$ cat src/rtl/episode_controller.sv
// Grid-world Q-learning agent: picks an epsilon-greedy action, computes the move and
// reward, hands one update transaction to the datapath and waits for its completion.
module episode_controller #(
   parameter int          STATES_WIDTH = 4,
   parameter int          DATA_WIDTH   = 16,
   parameter int          GRID_ROWS    = 4,
   parameter int          GRID_COLS    = 4,
   parameter int          START_STATE  = 0,
   parameter int          GOAL_STATE   = 15,
   parameter logic [7:0]  EPSILON      = 8'd26,
   parameter int          MAX_STEPS    = 64,
   parameter int          EPISODES     = 100,
   parameter int          REWARD_GOAL  = 100,
   parameter int          REWARD_STEP  = -1,
   parameter int          REWARD_WALL  = -10,
   parameter logic [15:0] LFSR_SEED    = 16'hACE1
) (
   input  logic                    clk,
   input  logic                    rst_n,
   input  logic                    i_start,
   input  logic [1:0]              i_at_max,
   input  logic                    i_q_valid,
   output logic                    o_valid,
   output logic [STATES_WIDTH-1:0] o_st,
   output logic [STATES_WIDTH-1:0] o_next_st,
   output logic [1:0]              o_at,
   output logic [DATA_WIDTH-1:0]   o_rt,
   output logic                    o_busy,
   output logic                    o_done,
   output logic [15:0]             o_episode
);

   // state    | meaning
   // S_IDLE   | waiting for i_start
   // S_SELECT | choose action, latch next state and reward
   // S_ISSUE  | o_valid strobe to the datapath
   // S_WAIT   | hold fields until i_q_valid, capture greedy hint
   // S_ADVANCE| move agent, count step, close episode if finished
   // S_DONE   | o_done strobe, back to idle
   typedef enum logic [2:0] {
      S_IDLE, S_SELECT, S_ISSUE, S_WAIT, S_ADVANCE, S_DONE
   } state_t;

   localparam logic [DATA_WIDTH-1:0]   RT_GOAL  = DATA_WIDTH'(REWARD_GOAL);
   localparam logic [DATA_WIDTH-1:0]   RT_STEP  = DATA_WIDTH'(REWARD_STEP);
   localparam logic [DATA_WIDTH-1:0]   RT_WALL  = DATA_WIDTH'(REWARD_WALL);
   localparam logic [STATES_WIDTH-1:0] ST_START = STATES_WIDTH'(START_STATE);
   localparam logic [STATES_WIDTH-1:0] ST_GOAL  = STATES_WIDTH'(GOAL_STATE);

   state_t                  r_state, w_state_nxt;
   logic [15:0]             r_lfsr;
   logic [15:0]             r_step;
   logic [15:0]             r_episode;
   logic [1:0]              r_hint;
   logic [1:0]              r_at;
   logic [STATES_WIDTH-1:0] r_st;
   logic [STATES_WIDTH-1:0] r_next_st;
   logic [DATA_WIDTH-1:0]   r_rt;

   logic [15:0]             w_lfsr_nxt;
   logic [1:0]              w_at;
   logic                    w_wall;
   int                      w_row, w_col, w_nrow, w_ncol;
   logic [STATES_WIDTH-1:0] w_next_st;
   logic [DATA_WIDTH-1:0]   w_rt;
   logic                    w_ep_end;
   logic                    w_last_ep;

   // Galois right-shift LFSR, taps 16,14,13,11
   assign w_lfsr_nxt = {1'b0, r_lfsr[15:1]} ^ (r_lfsr[0] ? 16'hB400 : 16'h0000);

   always_comb begin
      w_at   = (r_lfsr[15:8] < EPSILON) ? r_lfsr[1:0] : r_hint;
      w_row  = int'(r_st) / GRID_COLS;
      w_col  = int'(r_st) % GRID_COLS;
      w_nrow = w_row;
      w_ncol = w_col;
      w_wall = 1'b0;
      case (w_at)
         2'd0: if (w_row == 0)             w_wall = 1'b1; else w_nrow = w_row - 1;
         2'd1: if (w_col == GRID_COLS - 1) w_wall = 1'b1; else w_ncol = w_col + 1;
         2'd2: if (w_row == GRID_ROWS - 1) w_wall = 1'b1; else w_nrow = w_row + 1;
         default: if (w_col == 0)          w_wall = 1'b1; else w_ncol = w_col - 1;
      endcase
      w_next_st = w_wall ? r_st : STATES_WIDTH'(w_nrow * GRID_COLS + w_ncol);
      // a wall bump outranks the goal reward, even when already sitting on the goal
      if (w_wall)                    w_rt = RT_WALL;
      else if (w_next_st == ST_GOAL) w_rt = RT_GOAL;
      else                           w_rt = RT_STEP;
   end

   assign w_ep_end  = (r_next_st == ST_GOAL) || (r_step == 16'(MAX_STEPS - 1));
   assign w_last_ep = (r_episode == 16'(EPISODES - 1));

   always_ff @(posedge clk) begin
      if (!rst_n) r_state <= S_IDLE;
      else        r_state <= w_state_nxt;
   end

   always_comb begin
      w_state_nxt = r_state;
      case (r_state)
         S_IDLE:    if (i_start) w_state_nxt = S_SELECT;
         S_SELECT:  w_state_nxt = S_ISSUE;
         S_ISSUE:   w_state_nxt = S_WAIT;
         S_WAIT:    if (i_q_valid) w_state_nxt = S_ADVANCE;
         S_ADVANCE: w_state_nxt = (w_ep_end && w_last_ep) ? S_DONE : S_SELECT;
         S_DONE:    w_state_nxt = S_IDLE;
         default:   w_state_nxt = S_IDLE;
      endcase
   end

   always_comb begin
      o_valid = (r_state == S_ISSUE);
      o_done  = (r_state == S_DONE);
      o_busy  = (r_state != S_IDLE) && (r_state != S_DONE);
   end

   always_ff @(posedge clk) begin
      if (!rst_n) begin
         r_lfsr    <= LFSR_SEED;
         r_step    <= '0;
         r_episode <= '0;
         r_hint    <= '0;
         r_at      <= '0;
         r_st      <= ST_START;
         r_next_st <= '0;
         r_rt      <= '0;
      end else begin
         r_lfsr <= w_lfsr_nxt;
         case (r_state)
            S_IDLE: if (i_start) begin
               r_step    <= '0;
               r_episode <= '0;
               r_st      <= ST_START;
            end
            S_SELECT: begin
               r_at      <= w_at;
               r_next_st <= w_next_st;
               r_rt      <= w_rt;
            end
            S_WAIT: if (i_q_valid) r_hint <= i_at_max;
            S_ADVANCE: begin
               if (w_ep_end) begin
                  r_episode <= r_episode + 16'd1;
                  r_step    <= '0;
                  r_st      <= ST_START;
                  r_hint    <= '0;
               end else begin
                  r_step    <= r_step + 16'd1;
                  r_st      <= r_next_st;
               end
            end
            default: ;
         endcase
      end
   end

   assign o_st      = r_st;
   assign o_next_st = r_next_st;
   assign o_at      = r_at;
   assign o_rt      = r_rt;
   assign o_episode = r_episode;

endmodule
$ cat config.mk
export PLATFORM = sky130hd
export DESIGN_NAME = episode_controller
export DESIGN_NICKNAME = d
export VERILOG_FILES = /design/src/rtl/episode_controller.sv
export SDC_FILE = /design/constraint.sdc
export NUM_CORES = 1
export LEC_CHECK = 0
export ABC_AREA = 1
export BUFFER_PORTS_ARGS = -buffer_cell sky130_fd_sc_hd__buf_2
export CAP_MARGIN = 25
export CORE_ASPECT_RATIO = 0.75
export CORE_MARGIN = 1
export CORE_UTILIZATION = 57
export CTS_CLUSTER_SIZE = 12
export DETAILED_ROUTE_END_ITERATION = 12
export PLACE_DENSITY = 0.8
export SYNTH_ARGS = -nofsm -noshare
export SYNTH_HDL_FRONTEND = slang
export SYNTH_SLANG_ARGS = --single-unit
$ cat constraint.sdc
create_clock -name clk -period 2.2 [get_ports clk]
set_input_delay 0.55 -clock clk [delete_from_list [all_inputs] [get_ports clk]]
set_output_delay 0.55 -clock clk [all_outputs]
set_load 0.05 [all_outputs]
==> flow_metrics.tcl <==
set metrics [dict create \
    slew_violations 0 \
    die_h_um 68.9 \
    ir_worst_vdd_v 0.000558 \
    grt_max_degree 26 \
    cap_viol_max_count 0 \
    clock_latency_ps 350 \
    synth.ff_latch_count 66 \
    h-tree-depth 3 \
    gp_congestion 0.877 \
    hold_class "reg2reg" \
    vias_per_cell 5.33 \
    hold_violations 0 \
    cts.sinks 66 \
    rsz0062_at_grt "false" \
    grt_pass1_vias 2685 \
    hpwl_mm 5.35 \
    clock.fmax_ghz 0.503 \
    grt_pass1_wl_mm 12.5 \
    final_core_util_pct 70.0 \
    cp_slowest_stage_delay_ps 340 \
    syn_to_final_growth_pct 14.4 \
    placementRows 23 \
    synth_edf_count 0 \
    crit_top_cell "nor2_1" \
    io_pins 51 \
    setup_viol 0 \
    fill_cells 465 \
    ys.flop_type "dfxtp_1" \
    fin_nets 515 \
    skew_ps 7.81 \
    cts_buffers 9 \
    status "finished, final reports clean" \
    synthTopCellsByCount "101 x nand2_1, 66 x dfxtp_1, 51 x inv_1, 42 x nor2_1, 39 x a21oi_1" \
    synth_xor_area_share_pct 2.58 \
    fin_crit_sh_pct 90.4 \
    place_inst 570 \
    required_ps 1650 \
    synth.most_common_cell "nand2_1" \
    worstMarginPinSlew_ps 533 \
    worstSetupPathType "reg2out" \
    synth_compound_area_share_pct 14.0 \
    clockBufferDepth 2 \
    synthArstFlopShare_pct 0 \
    path_clk_slew_ps 70 \
    synthesis.yosys.warnings 0 \
    overflow 0 \
    synth-simple-area-share_pct 32.3 \
    synth_mux_area_share_pct 0 \
    hold_buffers 0 \
    multiInputGateArea_mm2 0.00170 \
    syn-instance-count 466 \
    start_kind "flop" \
    first_iter_violations 259 \
    drc 0 \
    end_kind "output port" \
    cts_tree "yes" \
    fp.dieArea_mm2 0.00628 \
    synth_area_per_cell_um2 7.30 \
    syn-num-nets 475 \
    slew-limit-headroom_pct 64.1 \
    ant_nets 0 \
    drive_gt1_share_pct 20.5 \
    power_density_mw_per_mm2 826 \
    num_vias 3121 \
    dr.pass1.iters 5 \
    worst-path-max-fanout 4 \
    wl_mm 7.48 \
    crit_path_cell_trace "nor2_1, inv_2, nor2_1, nor2_1, buf_2" \
    yosysTopAreaCell "dfxtp_1" \
    worst-endpoint-arrival_ps 1440 \
    synth_top_family_by_area "simple AND/OR/NAND/NOR gates" \
    synth_top_cell_area_share_pct 38.9 \
    tns_ps 0 \
    track_usage_pct 25.5 \
    wl_per_cell_um 12.8 \
    port_buffers 50 \
    chipWidth_um 91.2 \
    slowest_stage "dfxtp_1" \
    synth_cell_type_count 45 \
    synth_area_mm2 0.00340 \
    power_leakage_nw 1.74 \
    register_area_mm2 0.00132 \
    min_period_ps 1990 \
    final_cells 586 \
    cts_resized 0 \
    antenna_found_initial 0 \
    core_area_mm2 0.00555 \
    synth.area.top_cells "dfxtp_1 39%, nand2_1 11%, a21oi_1 5.7%" \
    synthAdderAreaFrac_pct 1.10 \
    root_buffer "clkbuf_8" \
    ys_seq_area_share_pct 38.9 \
    antenna_cells 0 \
    postCtsSetupRepairBufs 0 \
    start_util_pct 61.2 \
]
-- cell families (layout without fill, tap and decap cells) --
group,count (synthesis),in the layout
AND/OR/NAND/NOR,222,222
adder cells (fa/ha/maj),3,3
XOR/XNOR,10,10
buffers and inverters,81,126
AO/OA/AOI/OAI,83,83
other,1,1
flip-flops,66,66
-- layout make-up --
type / instances / area share [%]
tap: 75 / 2.41
inverter: 55 / 5.37
clock inverter: 6 / 3.54
multi-input combinational: 319 / 43.8
clock buffer: 10 / 3.54
sequential: 66 / 34.0
timing repair buffer: 55 / 7.40
-- flip-flops by register name, indices dropped and copies added, names as in the netlist --
| signal | count |
|---|---|
| o_at | 2 |
| o_episode | 16 |
| o_next_st | 4 |
| o_rt | 3 |
| o_st | 4 |
| r_hint | 2 |
| r_lfsr | 16 |
| r_state | 3 |
| r_step | 16 |
-- placed cells by master (no fill, tap or decap), types with 5 or more instances in the layout --
master | synthesis | layout
nor2_1 | 42 | 42
nand2_2 | 6 | 6
inv_1 | 51 | 51
nand4_1 | 13 | 13
clkbuf_8 | 0 | 10
nand2_1 | 101 | 101
o21ai_0 | 21 | 21
nor3_1 | 11 | 11
buf_4 | 13 | 5
xor2_1 | 6 | 6
buf_2 | 3 | 50
dfxtp_1 | 66 | 66
nand3_1 | 21 | 21
or2_2 | 7 | 7
a21oi_1 | 39 | 39
-- through the flow --
| stage | setup slack [ps] | total power [mW] | hold WS, ps | cell area (µm²) |
|---|---|---|---|---|
| after detailed placement | 305 | 1.86 | 401 | 3610 |
| final | 212 | 3.21 | 420 | 3890 |
| after global placement | 443 | 1.85 | 392 | 3610 |
| after CTS | 210 | 3.23 | 418 | 3890 |
| after global routing | 54.1 | 3.33 | 437 | 3890 |
| after floorplan | 7.95 | 1.78 | 390 | 3400 |
-- worst max-delay path: cells and delay by family (launching register included) --
kind | cells | cell delay, ps
AND/OR/NAND/NOR | 3 | 460
flip-flops | 1 | 340
buffers and inverters | 2 | 300
-- worst paths after layout --
check        cells past startpoint           end  slack (ps)  startpoint
max                              5        o_busy         210  r_state[0]
min                              2     r_lfsr[2]         420   r_lfsr[3]
max reg2reg                     12  o_episode[5]         250   r_step[0]
min reg2reg                      2     r_lfsr[2]         420   r_lfsr[3]
-- report_power, final --
| part | switching (mW) | total [mW] | internal (mW) |
|---|---|---|---|
| Sequential | 0.0440 | 1.29 | 1.25 |
| Clock | 0.479 | 1.38 | 0.902 |
| Combinational | 0.417 | 0.542 | 0.125 |
-- routing by layer --
metal,vias up,GRT usage (%),part of all wire [%]
li1,1597,-,-
met1,1414,34.3,48
met4,0,7.94,0.96
met2,101,40.6,44
met3,9,7.02,6.3
met5,-,0,0
No activity file was read; power rests on OpenSTA's default activity.
